### config.mk
export PLATFORM = sky130hd
export DESIGN_NAME = datapath_sequencer
export DESIGN_NICKNAME = d
export VERILOG_FILES = /design/src/rtl/datapath_seq_pkg.sv /design/src/rtl/datapath_seq_checker.sv /design/src/rtl/datapath_seq_decode.sv /design/src/rtl/datapath_sequencer.sv
export SDC_FILE = /design/constraint.sdc
export NUM_CORES = 1
export LEC_CHECK = 0
export CORE_MARGIN = 1.5
export CORE_UTILIZATION = 53
export CTS_CLUSTER_DIAMETER = 40
export DETAILED_ROUTE_END_ITERATION = 16
export GPL_ROUTABILITY_DRIVEN = 0
export HOLD_SLACK_MARGIN = 0.1
export PLACE_DENSITY = 0.88
export SKIP_LAST_GASP = 1
export SLEW_MARGIN = 10
export SYNTH_ARGS = -nofsm -noshare
export SYNTH_HDL_FRONTEND = slang
export SYNTH_HIERARCHICAL = 1
export SYNTH_SLANG_ARGS = --single-unit
### constraint.sdc
create_clock -name i_clk -period 5.3 [get_ports i_clk]
set_clock_uncertainty 0.1 [all_clocks]
set_input_delay 1.06 -clock i_clk [delete_from_list [all_inputs] [get_ports i_clk]]
set_output_delay 1.06 -clock i_clk [all_outputs]
set_load 0.02 [all_outputs]
### src/rtl/datapath_seq_pkg.sv
// datapath_seq_pkg
// Shared definitions for the datapath sequencer:
// - opcode and FSM state encodings;
// - bit positions of the instruction word fields;
// - the ctrl_t bundle that carries every datapath control strobe;
// - a helper that counts how many bus drivers a ctrl_t enables.
package datapath_seq_pkg;

    localparam int SEQ_IMM_W = 8;
    localparam int INSTR_W   = 16;

    // Instruction word layout
    localparam int OPC_HI   = 15;
    localparam int OPC_LO   = 13;
    localparam int RD_BIT   = 12;
    localparam int RA_BIT   = 11;
    localparam int ALUOP_HI = 10;
    localparam int ALUOP_LO = 9;
    localparam int SHL_BIT  = 8;
    localparam int IMM_HI   = 7;
    localparam int IMM_LO   = 0;

    typedef enum logic [2:0] {
        OP_NOP  = 3'b000,
        OP_LDI  = 3'b001,
        OP_ALUI = 3'b010,
        OP_ST   = 3'b011,
        OP_LD   = 3'b100,
        OP_RSV5 = 3'b101,
        OP_RSV6 = 3'b110,
        OP_HALT = 3'b111
    } opcode_e;

    typedef enum logic [1:0] {
        ST_IDLE = 2'b00,
        ST_EXEC = 2'b01,
        ST_HALT = 2'b10
    } state_e;

    typedef struct packed {
        logic [SEQ_IMM_W-1:0] bus_override;
        logic                 bus_override_en;
        logic                 reg_wr0;
        logic                 reg_wr1;
        logic                 reg_bus_sel;
        logic                 reg_bus_en;
        logic                 alu_b_wr;
        logic [1:0]           alu_op;
        logic                 alu_shift_left;
        logic                 alu_oe;
        logic                 ram_address_en;
        logic                 ram_write_en;
        logic                 ram_read_data_select;
        logic                 ram_oe;
    } ctrl_t;

    // Number of sources that drive the shared bus in one control word.
    function automatic logic [2:0] bus_driver_count(input ctrl_t c);
        return {2'b00, c.bus_override_en} + {2'b00, c.reg_bus_en}
             + {2'b00, c.alu_oe} + {2'b00, c.ram_oe};
    endfunction

endpackage

### src/rtl/datapath_seq_checker.sv
// datapath_seq_checker
// Simulation checker: at most one bus driver may be enabled per cycle.
// Ports:
//   clk    in  clock
//   reset  in  synchronous active-high reset (check disabled while high)
//   ctrl   in  registered control word driven to the datapath
module datapath_seq_checker
    import datapath_seq_pkg::*;
(
    input logic  clk,
    input logic  reset,
    input ctrl_t ctrl
);

    a_single_bus_driver: assert property (
        @(posedge clk) disable iff (reset) (bus_driver_count(ctrl) <= 3'd1)
    );

endmodule

### src/rtl/datapath_seq_decode.sv
// datapath_seq_decode
// Combinational decode of (opcode, step, instruction fields) into the
// datapath control word, plus "this is the last step" and "undefined opcode".
// Ports:
//   exec_en     in   decode only when the sequencer is (about to be) in EXEC
//   opcode      in   instruction opcode
//   step        in   step index within the instruction (0..2)
//   rd, ra      in   destination / address register selects
//   alu_op      in   ALU operation
//   shift_left  in   ALU shift direction
//   imm         in   immediate
//   ctrl        out  control word for this step
//   last_step   out  this step completes the instruction
//   illegal     out  opcode is undefined (101/110)
module datapath_seq_decode
    import datapath_seq_pkg::*;
(
    input  logic                 exec_en,
    input  opcode_e              opcode,
    input  logic [1:0]           step,
    input  logic                 rd,
    input  logic                 ra,
    input  logic [1:0]           alu_op,
    input  logic                 shift_left,
    input  logic [SEQ_IMM_W-1:0] imm,
    output ctrl_t                ctrl,
    output logic                 last_step,
    output logic                 illegal
);

    // Step table: each opcode's control pattern per step
    always_comb begin
        ctrl      = '0;
        last_step = 1'b0;
        illegal   = 1'b0;
        if (exec_en) begin
            case (opcode)
                OP_NOP: begin
                    last_step = 1'b1;
                end
                OP_LDI: begin
                    ctrl.bus_override    = imm;
                    ctrl.bus_override_en = 1'b1;
                    ctrl.reg_wr0         = ~rd;
                    ctrl.reg_wr1         = rd;
                    last_step            = 1'b1;
                end
                OP_ALUI: begin
                    case (step)
                        2'd0: begin
                            ctrl.bus_override    = imm;
                            ctrl.bus_override_en = 1'b1;
                            ctrl.alu_b_wr        = 1'b1;
                        end
                        2'd1: begin
                            ctrl.alu_op         = alu_op;
                            ctrl.alu_shift_left = shift_left;
                        end
                        2'd2: begin
                            ctrl.alu_op         = alu_op;
                            ctrl.alu_shift_left = shift_left;
                            ctrl.alu_oe         = 1'b1;
                            ctrl.reg_wr0        = ~rd;
                            ctrl.reg_wr1        = rd;
                            last_step           = 1'b1;
                        end
                        default: begin
                            last_step = 1'b1;
                        end
                    endcase
                end
                OP_ST, OP_LD: begin
                    if (step == 2'd0) begin
                        // Both start by latching the address held in ra
                        ctrl.reg_bus_sel    = ra;
                        ctrl.reg_bus_en     = 1'b1;
                        ctrl.ram_address_en = 1'b1;
                    end else if (opcode == OP_ST) begin
                        ctrl.reg_bus_sel  = rd;
                        ctrl.reg_bus_en   = 1'b1;
                        ctrl.ram_write_en = 1'b1;
                        last_step         = 1'b1;
                    end else begin
                        ctrl.ram_read_data_select = 1'b1;
                        ctrl.ram_oe               = 1'b1;
                        ctrl.reg_wr0              = ~rd;
                        ctrl.reg_wr1              = rd;
                        last_step                 = 1'b1;
                    end
                end
                OP_RSV5, OP_RSV6: begin
                    last_step = 1'b1;
                    illegal   = 1'b1;
                end
                OP_HALT: begin
                    last_step = 1'b1;
                end
                default: begin
                    last_step = 1'b1;
                end
            endcase
        end else begin
            last_step = 1'b0;
        end
    end

endmodule

### src/rtl/datapath_sequencer.sv
// datapath_sequencer
// Multi-cycle control sequencer for the 8-bit datapath. Accepts one 16-bit
// instruction per valid/ready handshake and expands it into 1-3 control steps.
// All outputs are registered: the next state/step/instruction is decoded
// ahead of the clock edge so the strobes appear in the step's own cycle.
// Ports:
//   i_clk, i_reset                  clock, synchronous active-high reset
//   i_instr, i_instrValid           instruction word and its valid
//   o_instrReady                    high only in IDLE
//   o_busOverride/_En               immediate onto the bus
//   o_ctrl*                         datapath control strobes
//   o_done                          pulse on the last step of an instruction
//   o_illegal                       pulse with o_done for opcodes 101/110
//   o_halted                        high in HALT until reset
//   o_retiredCount                  retired instruction count, only when
//                                   SEQ_PERF_CNT_EN is defined
module datapath_sequencer
    import datapath_seq_pkg::*;
#(
    parameter int IMM_W = SEQ_IMM_W
)
(
    input  logic               i_clk,
    input  logic               i_reset,
    input  logic [15:0]        i_instr,
    input  logic               i_instrValid,
    output logic               o_instrReady,
    output logic [IMM_W-1:0]   o_busOverride,
    output logic               o_busOverrideEn,
    output logic               o_ctrlRegWr0,
    output logic               o_ctrlRegWr1,
    output logic               o_ctrlRegBusSel,
    output logic               o_ctrlRegBusEn,
    output logic               o_ctrlAluBWr,
    output logic [1:0]         o_ctrlAluOp,
    output logic               o_ctrlAluShiftLeft,
    output logic               o_ctrlAluOE,
    output logic               o_ctrlRamAddressEn,
    output logic               o_ctrlRamWriteEn,
    output logic               o_ctrlRamReadDataSelect,
    output logic               o_ctrlRamOE,
    output logic               o_done,
    output logic               o_illegal,
    output logic               o_halted
`ifdef SEQ_PERF_CNT_EN
    ,
    output logic [15:0]        o_retiredCount
`endif
);

    state_e              state_r;
    state_e              state_nx_s;
    logic [1:0]          step_r;
    logic [1:0]          step_nx_s;
    logic [INSTR_W-1:0]  ir_r;
    logic [INSTR_W-1:0]  ir_nx_s;
    ctrl_t               ctrl_r;
    ctrl_t               ctrl_nx_s;
    logic                done_r;
    logic                last_nx_s;
    logic                illegal_r;
    logic                illegal_nx_s;
    logic                ready_r;
    logic                halted_r;
    logic                accept_s;

    // Ready is the registered IDLE flag, so nothing is accepted in the
    // first cycle after reset even though the state is already IDLE.
    assign accept_s = i_instrValid & ready_r;

    // Next state/step/instruction; done_r marks the current step as the last
    always_comb begin
        state_nx_s = state_r;
        step_nx_s  = step_r;
        ir_nx_s    = ir_r;
        case (state_r)
            ST_IDLE: begin
                if (accept_s) begin
                    state_nx_s = ST_EXEC;
                    step_nx_s  = 2'd0;
                    ir_nx_s    = i_instr;
                end else begin
                    state_nx_s = ST_IDLE;
                end
            end
            ST_EXEC: begin
                if (done_r) begin
                    step_nx_s = 2'd0;
                    if (opcode_e'(ir_r[OPC_HI:OPC_LO]) == OP_HALT) begin
                        state_nx_s = ST_HALT;
                    end else begin
                        state_nx_s = ST_IDLE;
                    end
                end else begin
                    step_nx_s = step_r + 2'd1;
                end
            end
            ST_HALT: begin
                state_nx_s = ST_HALT;
            end
            default: begin
                state_nx_s = ST_IDLE;
            end
        endcase
    end

    datapath_seq_decode u_decode (
        .exec_en    (state_nx_s == ST_EXEC),
        .opcode     (opcode_e'(ir_nx_s[OPC_HI:OPC_LO])),
        .step       (step_nx_s),
        .rd         (ir_nx_s[RD_BIT]),
        .ra         (ir_nx_s[RA_BIT]),
        .alu_op     (ir_nx_s[ALUOP_HI:ALUOP_LO]),
        .shift_left (ir_nx_s[SHL_BIT]),
        .imm        (ir_nx_s[IMM_HI:IMM_LO]),
        .ctrl       (ctrl_nx_s),
        .last_step  (last_nx_s),
        .illegal    (illegal_nx_s)
    );

    // Sequencer state and registered outputs
    always_ff @(posedge i_clk) begin
        if (i_reset) begin
            state_r   <= ST_IDLE;
            step_r    <= 2'd0;
            ir_r      <= '0;
            ctrl_r    <= '0;
            done_r    <= 1'b0;
            illegal_r <= 1'b0;
            ready_r   <= 1'b0;
            halted_r  <= 1'b0;
        end else begin
            state_r   <= state_nx_s;
            step_r    <= step_nx_s;
            ir_r      <= ir_nx_s;
            ctrl_r    <= ctrl_nx_s;
            done_r    <= last_nx_s;
            illegal_r <= illegal_nx_s;
            ready_r   <= (state_nx_s == ST_IDLE);
            halted_r  <= (state_nx_s == ST_HALT);
        end
    end

`ifdef SEQ_PERF_CNT_EN
    logic [15:0] retired_r;

    // Retired-instruction counter; wraps naturally at 16 bits
    always_ff @(posedge i_clk) begin
        if (i_reset) begin
            retired_r <= 16'h0000;
        end else if (done_r) begin
            retired_r <= retired_r + 16'h0001;
        end else begin
            retired_r <= retired_r;
        end
    end

    assign o_retiredCount = retired_r;
`endif

    datapath_seq_checker u_checker (
        .clk   (i_clk),
        .reset (i_reset),
        .ctrl  (ctrl_r)
    );

    assign o_instrReady            = ready_r;
    assign o_busOverride           = ctrl_r.bus_override;
    assign o_busOverrideEn         = ctrl_r.bus_override_en;
    assign o_ctrlRegWr0            = ctrl_r.reg_wr0;
    assign o_ctrlRegWr1            = ctrl_r.reg_wr1;
    assign o_ctrlRegBusSel         = ctrl_r.reg_bus_sel;
    assign o_ctrlRegBusEn          = ctrl_r.reg_bus_en;
    assign o_ctrlAluBWr            = ctrl_r.alu_b_wr;
    assign o_ctrlAluOp             = ctrl_r.alu_op;
    assign o_ctrlAluShiftLeft      = ctrl_r.alu_shift_left;
    assign o_ctrlAluOE             = ctrl_r.alu_oe;
    assign o_ctrlRamAddressEn      = ctrl_r.ram_address_en;
    assign o_ctrlRamWriteEn        = ctrl_r.ram_write_en;
    assign o_ctrlRamReadDataSelect = ctrl_r.ram_read_data_select;
    assign o_ctrlRamOE             = ctrl_r.ram_oe;
    assign o_done                  = done_r;
    assign o_illegal               = illegal_r;
    assign o_halted                = halted_r;

endmodule

==> key figures <==
Outcome
  – Outcome: complete, no violations

Clocking
  – Post-CTS Setup Repair Bufs: 0
  – CTS sink cnt: 46
  – Post-CTS resize count: 0
  – Hold Buf Count CTS: 0
  – Clock root buffer: clkbuf_8
  – Clock buffer depth: 2
  – CTS Buf Count: 5
  – CTS tree: done
  – Worst skew pair latency: 0.30 ns
  – Clk slew on worst S/H paths: 0.08 ns
  – H-tree depth: 2

Power
  – VDD IR-drop max: 0.1842 mV
  – Pwr/cell area: 273.7 mW/mm^2
  – Clock network fraction of design power: 31.6%
  – Leak Pwr: 1.020 nW
  – Sw frac: 24.69%
  – Tot Pwr: 0.0006884 W
  – Sw power: 0.0001699 W
  – Logic pwr share: 15.8%
  – Internal power: 0.0005185 W
  – Sequential Power Share: 52.6%

Global routing
  – Pin count of the biggest net entering global routing: 26
  – Initial antenna violation count: 0
  – GR Overflow Total: 0
  – Global-route wire length before repair: 5.540 mm
  – All-Layer GR Usage: 17.71%
  – Vias in the first global route: 1258

Critical path
  – Worst endpoint data arrival time: 3.19 ns
  – Critical-path top delay cell: clkdlybuf4s50_1
  – Critical path peak fanout: 17
  – CP Buf/Inv Count: 2
  – CP top delay family: buffers and inverters
  – Critical path, cell by cell: clkdlybuf4s50_1 -> nor4bb_4 -> buf_4 -> mux2_2 -> nor4b_2 -> o31ai_2 -> nor2_1 -> nor2b_1
  – Slowest stage delay, CP: 0.48 ns
  – Crit path kind: input port to flop
  – Worst endpoint required time: 5.37 ns
  – Critical path capture point type: flop
  – CP startpoint kind: input port

Timing
  – Peak Freq: 320.0 MHz
  – Fin. Hold Viols: 0
  – Final period util: 58.96%
  – RSZ-0062 raised after global routing: no
  – Setup Total Neg Slack: 0 ns
  – Min Clock Period, post-route: 3.125 ns
  – Setup ws final: 2.175 ns
  – Final Setup Violations: 0
  – Final Max Slew Viols: 0
  – Max-slew headroom: 53.82%
  – Slew @ Worst Pin: 0.6906 ns

Logic synthesis
  – Post-Synthesis Cell Area: 0.001982 mm^2
  – Synthesized flop and latch total: 46
  – Main synth FF type: dfxtp_1
  – Number of synthesized flops with an enable pin: 0
  – Ys Warns: 6
  – Count leader, synth: dfxtp_1
  – Count of different cell masters after synthesis: 39
  – Async S/R FF share, synth: 0%
  – Syn Nets: 207
  – Cells after synthesis: 185
  – Post-synth top cells: 46 x dfxtp_1, 34 x nor2b_1, 10 x and2_1
  – Seq/Total Area, Yosys: 46.46%
  – Biggest area consumer among synthesized cells: dfxtp_1
  – Largest cells by area after synthesis: dfxtp_1 46%, nor2b_1 11%, mux2_4 6.8%, mux2_2 4.0%, and2b_1 3.4%
  – Share of the synthesized area in the top cell type: 46.46%
  – Synth Area per Inst: 10.71 um^2

Finish
  – Util after Layout: 69.21%
  – Share of cells above drive strength 1: 14.10%
  – FF/Latch Area: 920.9 um^2
  – Final net count: 248
  – Multi-input gate area: 964.7 um^2
  – # diodes: 0
  – Area growth syn-to-layout: 26.89%
  – FILL cells: 301

Floorplanning
  – Initial Util: 54.55%
  – Die height: 64.15 um
  – Die width: 64.15 um
  – Io pins: 45
  – Core area: 0.003633 mm^2
  – Die Area: 0.004115 mm^2
  – # rows: 22

Drt
  – Starting DRC count in detailed routing: 41
  – Routed len/inst: 11.98 um
  – Final ANT Viol Nets: 0
  – DRC viols: 0
  – Total iterations of the first detailed-routing run: 4
  – Via count: 1342
  – Routed wire length: 3.295 mm
  – Via-per-instance ratio: 4.880

Run
  – Max_cap viols: 0

Placed design
  – Dpl hpwl: 2.227 mm
  – Port bufs: 44
  – Pre-CTS setup slack: 1.892 ns

Min path
  – Hold/Removal Path Class: flop to flop
[registers in the layout (all words and copies together) (netlist names)]
signal / cells
ir_r: 16
o_ctrlRamAddressEn: 1
o_instrReady: 1
o_ctrlRamWriteEn: 1
state_r: 2
o_ctrlRegBusSel: 1
o_illegal: 1
o_ctrlRamReadDataSelect: 1
o_halted: 1
o_ctrlAluOp: 2
o_done: 1
o_ctrlAluShiftLeft: 1
step_r: 2
o_ctrlAluOE: 1
o_ctrlRamOE: 1
o_ctrlRegWr0: 1
o_busOverrideEn: 1
o_ctrlRegWr1: 1
o_ctrlRegBusEn: 1
o_ctrlAluBWr: 1
o_busOverride: 8
[cell families after synthesis]
group	synth area share, %
mux	10.80
flops	46.46
compound gates	5.303
simple gates	30.24
buf+inv	5.303
fa+ha+maj	1.894
[final cells by class]
cell class | instances | area share, %
well taps | 48 | 2.388
clock inverters | 2 | 0.4975
inverters | 5 | 0.7463
repair buffers | 46 | 18.11
multi-input cells | 122 | 38.36
clock buffers | 6 | 3.284
flip-flops and latches | 46 | 36.62
[placed cells by master, fill, tap and decap left out, types with 3 or more instances in the layout]
| cell | instances |
|---|---|
| dfxtp_1 | 46 |
| clkdlybuf4s50_1 | 44 |
| nor2b_1 | 34 |
| and2_1 | 10 |
| mux2_4 | 9 |
| and2b_1 | 9 |
| mux2_2 | 7 |
| nor3b_1 | 6 |
| clkbuf_8 | 6 |
| a21oi_1 | 5 |
| nand2_1 | 5 |
| inv_1 | 5 |
| nor2_1 | 5 |
| nand2b_1 | 4 |
| and3_1 | 4 |
| ha_1 | 3 |
[power by group through the flow]
stage	Sequential, W	Clock (W)	Combinational [W]
2_1_floorplan	0.000373	0	0.0000760
3_3_place_gp	0.000370	0	0.000105
3_5_place_dp	0.000371	0	0.000108
4_1_cts	0.000362	0.000223	0.000109
5_1_grt	0.000364	0.000239	0.000118
6_report	0.000362	0.000217	0.000109
[path summary, 6_finish.rpt]
check | startpoint | endpoint | slack [ns] | cells after the start
setup / recovery | i_instrValid | o_ctrlRegWr1 | 2.17 | 8
hold / removal | step_r[1] | step_r[1] | 0.40 | 2
setup reg to reg | state_r[0] | o_ctrlRegWr1 | 2.93 | 7
hold reg to reg | step_r[1] | step_r[1] | 0.40 | 2
[worst reg2reg max path, delay by kind of cell (launching register included)]
kind	cells	cell delay, ns
flops	1	0.38
simple gates	4	0.69
compound gates	1	0.28
buf+inv	1	0.33
mux	1	0.47
[metrics by stage]
| step | area [um^2] | hold WS [ns] | instances |
|---|---|---|---|
| 2_1_floorplan | 1982 | 0.3674 | 185 |
| 3_3_place_gp | 2420 | 0.3814 | 267 |
| 3_5_place_dp | 2420 | 0.4008 | 267 |
| 4_1_cts | 2515 | 0.4122 | 275 |
| 5_1_grt | 2515 | 0.4432 | 275 |
| 6_report | 2515 | 0.4032 | 275 |
[metal layers]
| metal | global-route usage, % | wire, um | share of wire, % |
|---|---|---|---|
| met5 | 0 | 0 | 0 |
| met4 | 8.777 | 74 | 2.2 |
| met3 | 5.458 | 144 | 4.4 |
| met2 | 29.30 | 1546 | 47 |
| met1 | 20.72 | 1529 | 46 |
(Power assumes the default switching activity.)
